File: config.mk
export PLATFORM = sky130hd
export DESIGN_NAME = i2c_axil_init_seq
export DESIGN_NICKNAME = d
export VERILOG_FILES = /design/src/rtl/i2c_axil_init_seq_pkg.sv /design/src/rtl/i2c_axil_init_seq.sv
export SDC_FILE = /design/constraint.sdc
export NUM_CORES = 1
export LEC_CHECK = 0
export BUFFER_PORTS_ARGS = -buffer_cell sky130_fd_sc_hd__buf_2
export CAP_MARGIN = 20
export CORE_UTILIZATION = 45
export CTS_CLUSTER_DIAMETER = 150
export DETAILED_ROUTE_END_ITERATION = 10
export GPL_TIMING_DRIVEN = 0
export PLACE_DENSITY = 0.68
export SLEW_MARGIN = 20
export SYNTH_ARGS = -nofsm -noshare
export SYNTH_HDL_FRONTEND = slang
export SYNTH_SLANG_ARGS = --single-unit
File: constraint.sdc
create_clock -name clk -period 7.6 [get_ports clk]
set_input_delay 0.76 -clock clk [delete_from_list [all_inputs] [get_ports clk]]
set_output_delay 0.76 -clock clk [all_outputs]
set_load 0.02 [all_outputs]
File: src/rtl/i2c_axil_init_seq_pkg.sv
// Shared encodings for the table-driven AXI-lite init sequencer.
package i2c_axil_init_seq_pkg;

    // Table entry layout
    localparam int unsigned EntryWidth = 40;
    localparam int unsigned OpMsb      = 39;
    localparam int unsigned OpLsb      = 38;
    localparam int unsigned RsvdMsb    = 37;
    localparam int unsigned RsvdLsb    = 36;
    localparam int unsigned RegMsb     = 35;
    localparam int unsigned RegLsb     = 32;
    localparam int unsigned ArgMsb     = 31;
    localparam int unsigned ArgLsb     = 0;

    // i2c_master_axil register offsets
    localparam logic [3:0] RegStatus   = 4'h0;
    localparam logic [3:0] RegCmd      = 4'h4;
    localparam logic [3:0] RegData     = 4'h8;
    localparam logic [3:0] RegPrescale = 4'hC;

    typedef enum logic [1:0] {
        OpWrite = 2'd0,
        OpPoll  = 2'd1,
        OpDelay = 2'd2,
        OpEnd   = 2'd3
    } op_e;

    typedef enum logic [3:0] {
        StIdle,
        StFetch,
        StDecode,
        StWr,
        StWrResp,
        StRdAddr,
        StRdData,
        StDelay,
        StFinish
    } state_e;

    typedef struct packed {
        op_e         op;
        logic [3:0]  reg_addr;
        logic [31:0] arg;
    } entry_t;

    function automatic entry_t unpack_entry(input logic [EntryWidth-1:0] raw);
        entry_t e;
        e.op       = op_e'(raw[OpMsb:OpLsb]);
        e.reg_addr = raw[RegMsb:RegLsb];
        e.arg      = raw[ArgMsb:ArgLsb];
        return e;
    endfunction

endpackage

File: src/rtl/i2c_axil_init_seq.sv
// Table-driven AXI-lite master: fetches entries from an external synchronous ROM and
// executes register writes, status polls, delays and end markers in order.
module i2c_axil_init_seq
    import i2c_axil_init_seq_pkg::*;
#(
    parameter int unsigned TBL_ADDR_WIDTH  = 8,
    parameter int unsigned POLL_TIMEOUT    = 65535,
    parameter int unsigned AXIL_ADDR_WIDTH = 4
) (
    input  logic                       clk,
    input  logic                       rst_n,
    input  logic                       start,
    output logic                       busy,
    output logic                       done,
    output logic                       error,
    output logic [TBL_ADDR_WIDTH-1:0]  err_index,
    output logic [TBL_ADDR_WIDTH-1:0]  tbl_addr,
    input  logic [EntryWidth-1:0]      tbl_data,
    output logic [AXIL_ADDR_WIDTH-1:0] m_axil_awaddr,
    output logic [2:0]                 m_axil_awprot,
    output logic                       m_axil_awvalid,
    input  logic                       m_axil_awready,
    output logic [31:0]                m_axil_wdata,
    output logic [3:0]                 m_axil_wstrb,
    output logic                       m_axil_wvalid,
    input  logic                       m_axil_wready,
    input  logic [1:0]                 m_axil_bresp,
    input  logic                       m_axil_bvalid,
    output logic                       m_axil_bready,
    output logic [AXIL_ADDR_WIDTH-1:0] m_axil_araddr,
    output logic [2:0]                 m_axil_arprot,
    output logic                       m_axil_arvalid,
    input  logic                       m_axil_arready,
    input  logic [31:0]                m_axil_rdata,
    input  logic [1:0]                 m_axil_rresp,
    input  logic                       m_axil_rvalid,
    output logic                       m_axil_rready
);

    state_e                    state_q, state_d;
    entry_t                    entry_q, entry_d, fetched;
    logic [TBL_ADDR_WIDTH-1:0] tbl_addr_q, tbl_addr_d;
    logic [TBL_ADDR_WIDTH-1:0] err_index_q, err_index_d;
    logic [31:0]               poll_cnt_q, poll_cnt_d;
    logic [31:0]               dly_cnt_q, dly_cnt_d;
    logic                      awvalid_q, awvalid_d, wvalid_q, wvalid_d, bready_q, bready_d;
    logic                      arvalid_q, arvalid_d, rready_q, rready_d;
    logic                      done_q, done_d, error_q, error_d;
    logic                      do_adv, do_err, aw_open, w_open;
    logic [AXIL_ADDR_WIDTH-1:0] axil_addr;

    // Reserved entry bits and the upper status half never influence behaviour
    logic [17:0] unused_bits;
    assign unused_bits = {tbl_data[RsvdMsb:RsvdLsb], m_axil_rdata[31:16]};

    assign fetched = unpack_entry(tbl_data);

    // Zero-extend (or truncate) the 4-bit register offset onto the bus address width
    always_comb begin
        axil_addr = '0;
        for (int i = 0; i < 4 && i < int'(AXIL_ADDR_WIDTH); i++) begin
            axil_addr[i] = entry_q.reg_addr[i];
        end
    end

    assign m_axil_awaddr  = axil_addr;
    assign m_axil_araddr  = axil_addr;
    assign m_axil_awprot  = 3'b000;
    assign m_axil_arprot  = 3'b000;
    assign m_axil_wstrb   = 4'hF;
    assign m_axil_wdata   = entry_q.arg;
    assign m_axil_awvalid = awvalid_q;
    assign m_axil_wvalid  = wvalid_q;
    assign m_axil_bready  = bready_q;
    assign m_axil_arvalid = arvalid_q;
    assign m_axil_rready  = rready_q;
    assign busy           = (state_q != StIdle) && (state_q != StFinish);
    assign done           = done_q;
    assign error          = error_q;
    assign err_index      = err_index_q;
    assign tbl_addr       = tbl_addr_q;

    // State and datapath registers
    always_ff @(posedge clk) begin
        if (!rst_n) begin
            state_q     <= StIdle;
            entry_q     <= '0;
            tbl_addr_q  <= '0;
            err_index_q <= '0;
            poll_cnt_q  <= '0;
            dly_cnt_q   <= '0;
            awvalid_q   <= 1'b0;
            wvalid_q    <= 1'b0;
            bready_q    <= 1'b0;
            arvalid_q   <= 1'b0;
            rready_q    <= 1'b0;
            done_q      <= 1'b0;
            error_q     <= 1'b0;
        end else begin
            state_q     <= state_d;
            entry_q     <= entry_d;
            tbl_addr_q  <= tbl_addr_d;
            err_index_q <= err_index_d;
            poll_cnt_q  <= poll_cnt_d;
            dly_cnt_q   <= dly_cnt_d;
            awvalid_q   <= awvalid_d;
            wvalid_q    <= wvalid_d;
            bready_q    <= bready_d;
            arvalid_q   <= arvalid_d;
            rready_q    <= rready_d;
            done_q      <= done_d;
            error_q     <= error_d;
        end
    end

    // Next-state logic: sequence entries, drive handshakes, detect errors
    always_comb begin
        state_d     = state_q;
        entry_d     = entry_q;
        tbl_addr_d  = tbl_addr_q;
        err_index_d = err_index_q;
        poll_cnt_d  = poll_cnt_q;
        dly_cnt_d   = dly_cnt_q;
        awvalid_d   = awvalid_q;
        wvalid_d    = wvalid_q;
        bready_d    = bready_q;
        arvalid_d   = arvalid_q;
        rready_d    = rready_q;
        done_d      = done_q;
        error_d     = error_q;
        do_adv      = 1'b0;
        do_err      = 1'b0;
        aw_open     = awvalid_q & ~m_axil_awready;
        w_open      = wvalid_q & ~m_axil_wready;

        case (state_q)
            StIdle: begin
                if (start) begin
                    done_d     = 1'b0;
                    error_d    = 1'b0;
                    tbl_addr_d = '0;
                    state_d    = StFetch;
                end
            end
            StFetch: state_d = StDecode;
            StDecode: begin
                entry_d = fetched;
                case (fetched.op)
                    OpWrite: begin
                        awvalid_d = 1'b1;
                        wvalid_d  = 1'b1;
                        state_d   = StWr;
                    end
                    OpPoll: begin
                        poll_cnt_d = '0;
                        arvalid_d  = 1'b1;
                        state_d    = StRdAddr;
                    end
                    OpDelay: begin
                        dly_cnt_d = fetched.arg;
                        state_d   = StDelay;
                    end
                    default: begin
                        done_d  = 1'b1;
                        state_d = StFinish;
                    end
                endcase
            end
            StWr: begin
                // AW and W complete independently; wait until neither is still open
                awvalid_d = aw_open;
                wvalid_d  = w_open;
                if (!aw_open && !w_open) begin
                    bready_d = 1'b1;
                    state_d  = StWrResp;
                end
            end
            StWrResp: begin
                if (m_axil_bvalid) begin
                    bready_d = 1'b0;
                    if (m_axil_bresp != 2'b00) do_err = 1'b1;
                    else                       do_adv = 1'b1;
                end
            end
            StRdAddr: begin
                if (m_axil_arready) begin
                    arvalid_d = 1'b0;
                    rready_d  = 1'b1;
                    state_d   = StRdData;
                end
            end
            StRdData: begin
                if (m_axil_rvalid) begin
                    rready_d = 1'b0;
                    if (m_axil_rresp != 2'b00) begin
                        do_err = 1'b1;
                    end else if ((m_axil_rdata[15:0] & entry_q.arg[15:0]) ==
                                 entry_q.arg[31:16]) begin
                        do_adv = 1'b1;
                    end else begin
                        poll_cnt_d = poll_cnt_q + 32'd1;
                        if (POLL_TIMEOUT != 0 && poll_cnt_d == POLL_TIMEOUT) begin
                            do_err = 1'b1;
                        end else begin
                            arvalid_d = 1'b1;
                            state_d   = StRdAddr;
                        end
                    end
                end
            end
            StDelay: begin
                if (dly_cnt_q == 32'd0) do_adv = 1'b1;
                else                    dly_cnt_d = dly_cnt_q - 32'd1;
            end
            StFinish: state_d = StIdle;
            default:  state_d = StIdle;
        endcase

        // Running off the end of the table without an END entry is an error
        if (do_adv) begin
            tbl_addr_d = tbl_addr_q + TBL_ADDR_WIDTH'(1);
            if (&tbl_addr_q) do_err = 1'b1;
            else             state_d = StFetch;
        end
        if (do_err) begin
            err_index_d = tbl_addr_q;
            error_d     = 1'b1;
            state_d     = StFinish;
        end
    end

endmodule

==> impl_metrics.csv, run 1 <==
group,metric,value,unit
synthesis,synth_edf_count,0,
detailed_routing,ant_nets,0,
cells_and_area,final_common_cell,"a21oi_1",
power,power_switching,0.5660,mW
synthesis,yosysWarnings,0,
global_route,grt_pass1_vias,7319,
critical_path,slowest_delay,0.59,ns
placement,dp_hpwl,18.26,mm
power,peakVddDrop,0.0001627,V
detailed_routing,wl,25.42,mm
detailed_routing,drc,0,
detailed_routing,drtIter0Drc,724,
cells_and_area,num-fill-cells,1555,
outcome,outcome,"finished clean",
detailed_routing,via_per_inst,5.927,
cts,postCtsSetupRepairBufs,0,
floorplanning,core,0.01583,mm2
power,power.share.clock,49.8,%
sta,drv_slew,0,
hold_path,worstHoldPathCells,2,
cts,cts_root_buffer,"clkbuf_16",
cts,clk_pin_slew_worst_paths,0.06,ns
cells_and_area,layout-drive-gt1-share,17.96,%
critical_path,rr_worst_depth,10,
synthesis,syn_area_per_cell,7.357,um2
power,power_frac_seq,34.9,%
critical_path,end_kind,"register",
floorplanning,die-area,0.01670,mm2
detailed_routing,vias,8149,
synthesis,ys_types,69,
critical_path,crit_fanout,10,
synthesis,ys_seq_area_share,34.91,%
synthesis,post-synth-top-area-fraction,34.91,%
global_route,grt_max_degree,17,
floorplanning,ioPinCount,158,
sta,tightestPinTransition,0.9773,ns
power,switching_share,27.61,%
critical_path,worstSetupPathType,"register to register",
floorplanning,die_w,129.2,um
cts,clockBufferDepth,2,
global_route,grtUsageTotal,30.84,%
power,combPwrFrac,15.3,%
detailed_routing,drt_first_pass_iters,6,
floorplanning,start_util,46.02,%
cells_and_area,finalInstanceArea,0.008965,mm2
sta,rsz0062_at_grt,"false",
detailed_routing,wire_per_inst,18.49,um
sta,post-route-min-period,3.868,ns
hold_path,hp-class,"register to register",
synthesis,synthFlopType,"dfxtp_1",
sta,hold_violations,0,
synthesis,yosys-top-cells-area,"dfxtp_1 35%, a21oi_1 9.8%, nand2_1 6.8%",
floorplanning,die_h,129.2,um
sta,setup_viol,0,
sta,fin_crit_sh,50.90,%
global_route,grt_pass1_wl,39.39,mm
sta,fin_worst_skew,0.009389,ns
cells_and_area,final_nets,1237,
synthesis,syn_inst,990,
critical_path,cpMostUsedCell,"nand3_1",
synthesis,ys_seq_elements,127,
cts,htreeDepth,4,
global_route,grt_overflow_total,0,
floorplanning,rows,46,
cells_and_area,areaGrowthSynthToFinish,23.09,%
critical_path,critical-path-slowest-cell,"or4_1",
power,p_int,1.484,mW
cts,cts_tree,"yes",
flow_run,cap_violations,0,
sta,fmax,258.5,MHz
placement,gp_congestion,0.9394,
cts,clk_latency,0.43,ns
sta,finalSetupTns,0,ns
critical_path,worstPathCellList,"ha_1 > nand3_1 > or4_1 > clkbuf_1 > mux2_2 > or3b_1 > nor4_2 > nand4_1 > nand3_1 > a21oi_1",
synthesis,yosys.area.top_type,"dfxtp_1",
critical_path,crit_path_start_kind,"register",
power,powerDensity,228.7,mW/mm2
placement,place_area,0.008224,mm2
global_route,antenna_found_initial,1,
critical_path,worstPathArrival,4.15,ns
cts,cts_sinks,127,
critical_path,required,7.88,ns
synthesis,syn-cell-area,0.007283,mm2
cts,cts_made_buffers,17,
cts,cts-hold-fix-buffers,0,
power,p_leak,3.553,nW
cells_and_area,final_cell_mix,"143 x a21oi_1, 134 x buf_2, 131 x nand2_1",
placement,port-buffer-count,128,
cts,cts_resized,0,
sta,slew_headroom,34.34,%
synthesis,ys_async_sr_fraction,0,%
area by class of cell:
type | count | area (um2) | share of cell area, %
Antenna cell | 1 | 2.502 | 0.02791
Buffer | 77 | 362.8 | 4.047
Sequential cell | 127 | 2542 | 28.36
Timing Repair Buffer | 128 | 640.6 | 7.146
Clock inverter | 13 | 284.0 | 3.168
Clock buffer | 19 | 442.9 | 4.941
Multi-Input combinational cell | 775 | 4348 | 48.50
Tap cell | 216 | 270.3 | 3.015
Inverter | 19 | 71.32 | 0.7955
worst paths after layout:
| check | start | endpoint | slack [ns] |
|---|---|---|---|
| max | poll_cnt_q[1] | err_index[5] | 3.73 |
| min | done | done | 0.46 |
| max reg2reg | poll_cnt_q[1] | err_index[5] | 3.73 |
| min reg2reg | done | done | 0.46 |
power by group through the flow:
| stage | Clock, mW | Sequential [mW] | Combinational [mW] |
|---|---|---|---|
| 2_1_floorplan | 0 | 0.741 | 0.182 |
| 3_3_place_gp | 0 | 0.729 | 0.301 |
| 3_5_place_dp | 0 | 0.730 | 0.304 |
| 4_1_cts | 1.03 | 0.715 | 0.306 |
| 5_1_grt | 1.05 | 0.719 | 0.345 |
| 6_report | 1.02 | 0.716 | 0.314 |
state kept, by name, summed over array words and instances (netlist names), 4 cells and up:
register and cells:
dly_cnt_q 32, err_index 8, m_axil_araddr 4, m_axil_wdata 32
poll_cnt_q 32, state_q 4, tbl_addr 8
per-layer routing:
| metal | share of wire, % | wire (um) | GRT usage, % | vias to the layer above |
|---|---|---|---|---|
| met4 | 2.6 | 658 | 13.56 | 0 |
| met1 | 44 | 11110 | 42.05 | 3767 |
| met2 | 45 | 11440 | 46.87 | 407 |
| met3 | 8.7 | 2208 | 6.482 | 49 |
| met5 | 0 | 0 | 0 | - |
| li1 | - | - | - | 3926 |
worst max-delay path, delay by kind of cell, from the launching register on:
family          cells  cell delay [ns]
buf+inv             1             0.21
mux                 1             0.29
fa+ha+maj           1             0.40
compound gates      1             0.08
simple gates        6             2.21
flops               1             0.53
per-stage QoR:
| step | std cells | util (%) | power (mW) | hold WS (ns) | setup slack (ns) |
|---|---|---|---|---|---|
| floorplan | 998 | - | 0.9225 | 0.4459 | 4.459 |
| global placement | 1342 | 51.96 | 1.031 | 0.4503 | 3.791 |
| detailed placement | 1342 | 51.96 | 1.034 | 0.4498 | 3.804 |
| CTS | 1374 | 56.55 | 2.048 | 0.4628 | 3.774 |
| global route | 1375 | 56.64 | 2.118 | 0.4960 | 3.463 |
| finish | 1375 | 56.64 | 2.050 | 0.4623 | 3.732 |
cell usage after synthesis (all sizes together), types with 3 or more instances:
| library cell | n |
|---|---|
| a21oi | 143 |
| nand2 | 131 |
| dfxtp | 127 |
| nor2 | 79 |
| o21ai | 74 |
| clkbuf | 54 |
| nand3 | 41 |
| nor3 | 29 |
| a211oi | 25 |
| and3 | 25 |
| buf | 23 |
| nand4 | 22 |
| inv | 19 |
| nor4 | 16 |
| or4 | 16 |
| and2 | 10 |
| a31oi | 8 |
| and4 | 8 |
| ha | 8 |
| nand3b | 8 |
| xnor2 | 8 |
| a21o | 7 |
| or3 | 7 |
| or3b | 7 |
| a21boi | 6 |
| and3b | 6 |
| nand2b | 6 |
| nand4b | 6 |
| o22a | 6 |
| o22ai | 6 |
| a22oi | 5 |
| o32ai | 5 |
| or2 | 5 |
| nor2b | 4 |
| o211ai | 4 |
| o31ai | 4 |
| a221oi | 3 |
| o211a | 3 |
cells by family after synthesis:
kind of cell | synth area share (%)
AND/OR/NAND/NOR | 30.60
AO/OA/AOI/OAI | 25.43
flip-flops | 34.91
buffers and inverters | 5.961
XOR/XNOR | 1.203
adder cells (fa/ha/maj) | 1.374
multiplexers | 0.4295
other | 0.1031
(Power assumes the default switching activity.)
==> inputs of run 2 (changes only) <==
--- a/config.mk
+++ b/config.mk
@@ -11,7 +11,7 @@
 export CTS_CLUSTER_DIAMETER = 150
 export DETAILED_ROUTE_END_ITERATION = 10
 export GPL_TIMING_DRIVEN = 0
-export PLACE_DENSITY = 0.68
+export PLACE_DENSITY = 0.71
 export SLEW_MARGIN = 20
 export SYNTH_ARGS = -nofsm -noshare
 export SYNTH_HDL_FRONTEND = slang
==> constraint.sdc (replaced) <==
create_clock -name clk -period 3.3 [get_ports clk]
set_input_delay 0.33 -clock clk [delete_from_list [all_inputs] [get_ports clk]]
set_output_delay 0.33 -clock clk [all_outputs]
set_load 0.02 [all_outputs]
==> run 2 against run 1 <==
  * Power up 110%
  * Global-route usage down 2.2 points
  * Cell count up 0.51%
  * Setup slack worse by 3.6 ns
  * Critical endpoint is now state_q[2]
  * Clock skew down 0.00076 ns
  * Wire length down 6.1%
  * Clock power up 95%
==> impl_metrics.csv, run 2 (same netlist as run 1, synthesis figures left out) <==
group,metric,value,unit
outcome,outcome,"finished clean",
sta,post-route-min-period,3.190,ns
hold_path,worstHoldPathCells,3,
power,p_leak,3.595,nW
global_route,grt_busiest_layer,"met2",
global_route,use_met3,4.872,%
critical_path,critical-path-slowest-cell,"or4_4",
placement,port-buffer-count,128,
critical_path,cp-startpoint,"poll_cnt_q[8]",
detailed_routing,drc,0,
cts,cts_sinks,127,
global_route,grt_max_degree,17,
critical_path,end_kind,"register",
cells_and_area,final_common_cell,"a21oi_1",
cells_and_area,final_nets,1245,
floorplanning,rows,46,
power,peakVddDrop,0.0003834,V
sta,final.setup.worst_slack,0.1095,ns
sta,fin_worst_skew,0.008624,ns
hold_path,hp-start,"tbl_data[33]",
cts,clk_pin_slew_worst_paths,0.06,ns
power,powerDensity,482.3,mW/mm2
critical_path,r2r_slack,0.11,ns
cts,cts_root_buffer,"clkbuf_16",
cts,cts-hold-fix-buffers,0,
detailed_routing,ant_nets,0,
global_route,grt_pass1_vias,7117,
global_route,met1_usage,39.17,%
critical_path,crit_fanout,10,
flow_run,cap_violations,0,
floorplanning,die-area,0.01670,mm2
detailed_routing,via_per_inst,5.881,
critical_path,worstPathCellList,"nand4_1 > buf_4 > or4_4 > mux2_2 > or3b_1 > nor4_2 > and4_1 > buf_4 > nor2_1 > and3_1",
floorplanning,core,0.01583,mm2
cts,clockBufferDepth,2,
detailed_routing,vias,8127,
cells_and_area,finalCoreUtilization,57.00,%
sta,tightestPinTransition,0.8170,ns
cts,cts_made_buffers,17,
cts,htreeDepth,4,
sta,setup_viol,0,
global_route,grt_overflow_total,0,
cells_and_area,final_cell_mix,"143 x a21oi_1, 134 x buf_2, 131 x nand2_1",
sta,slew_headroom,45.53,%
global_route,grt_pass1_wl,37.13,mm
cells_and_area,layout-drive-gt1-share,20.07,%
critical_path,cpMostUsedCell,"buf_4",
cts,cts_tree,"yes",
floorplanning,die_h,129.2,um
sta,holdWs,0.1428,ns
cts,clk_latency,0.43,ns
placement,dp_cells,1342,
critical_path,r2r-start,"poll_cnt_q[8]",
sta,fin_crit_sh,96.68,%
critical_path,slowest_delay,0.57,ns
critical_path,crit_path_start_kind,"register",
power,power.total,4.351,mW
cells_and_area,instances_no_fill,1382,
placement,place_ws,-0.4732,ns
floorplanning,start_util,46.02,%
cells_and_area,antenna_cells,0,
floorplanning,die_w,129.2,um
placement,dp_hpwl,17.32,mm
global_route,antenna_found_initial,0,
floorplanning,ioPinCount,158,
sta,hold_violations,0,
cells_and_area,areaGrowthSynthToFinish,23.86,%
detailed_routing,wire_per_inst,17.27,um
hold_path,hp-class,"input pin to register",
critical_path,worstPathArrival,3.51,ns
critical_path,required,3.62,ns
detailed_routing,drt_first_pass_iters,5,
sta,drv_slew,0,
critical_path,worstSetupPathType,"register to register",
sta,fmax,313.4,MHz
global_route,gr-usage-met2,44.97,%
global_route,grtUsageTotal,28.68,%
critical_path,rr_worst_depth,10,
placement,gp_congestion,0.9261,
detailed_routing,wl,23.87,mm
detailed_routing,drtIter0Drc,571,
-- run 2: cell count changes in the layout (fill, tap and decap cells not counted), moves of 2 or more --
cell,delta
clkinvlp_4,+3
or4_4,+3
nor4_1,-2
clkbuf_2,+4
clkinv_4,-3
clkbuf_1,-7
inv_6,+4
bufinv_16,-5
nor4_4,+3
or4_1,-3
buf_4,+9
-- run 2: routing by layer --
| metal | share of wire (%) | vias to the layer above |
|---|---|---|
| met1 | 44 | 3793 |
| met4 | 2.4 | 0 |
| met5 | 0 | - |
| met2 | 45 | 356 |
| met3 | 8.2 | 50 |
| li1 | - | 3928 |
-- run 2: final cells by class --
class                      count  area (um2)
fill                        1501        6807
tap                          216       270.3
buffer                        76       367.9
sequential                   127        2546
multi-input combinational    775        4437
clock buffer                  18       439.2
timing repair buffer         137       708.2
inverter                      19       71.32
clock inverter                14       181.4
-- run 2: where the power goes --
part / internal (mW) / total, mW / switching [mW]
Clock: 1.22 / 1.99 / 0.764
Combinational: 0.237 / 0.722 / 0.484
Sequential: 1.59 / 1.64 / 0.0547
Total: 3.05 / 4.35 / 1.30
-- run 2: final timing paths --
kind,to
setup / recovery,state_q[2]
hold / removal,m_axil_araddr[1]
setup reg to reg,state_q[2]
hold reg to reg,error
-- run 2: worst max-delay path, delay by kind of cell (launching register included) --
kind / cells / cell delay, ns
AND/OR/NAND/NOR: 7 / 1.95
flip-flops: 1 / 0.48
multiplexers: 1 / 0.28
buffers and inverters: 2 / 0.37
-- run 2: stage by stage --
| step | setup TNS, ns | instance area (um2) |
|---|---|---|
| after global placement | -6.139 | 8224 |
| final | 0 | 9021 |
| after CTS | 0 | 8911 |
| after floorplan | 0 | 7313 |
| after detailed placement | -5.942 | 8224 |
| after global routing | -0.03399 | 9021 |
-- run 2: repair_timing --
action,in CTS,in global routing
setup endpoints to repair,24,53
setup buffers,2,7
pin swaps,2,5
gates resized for setup,9,22
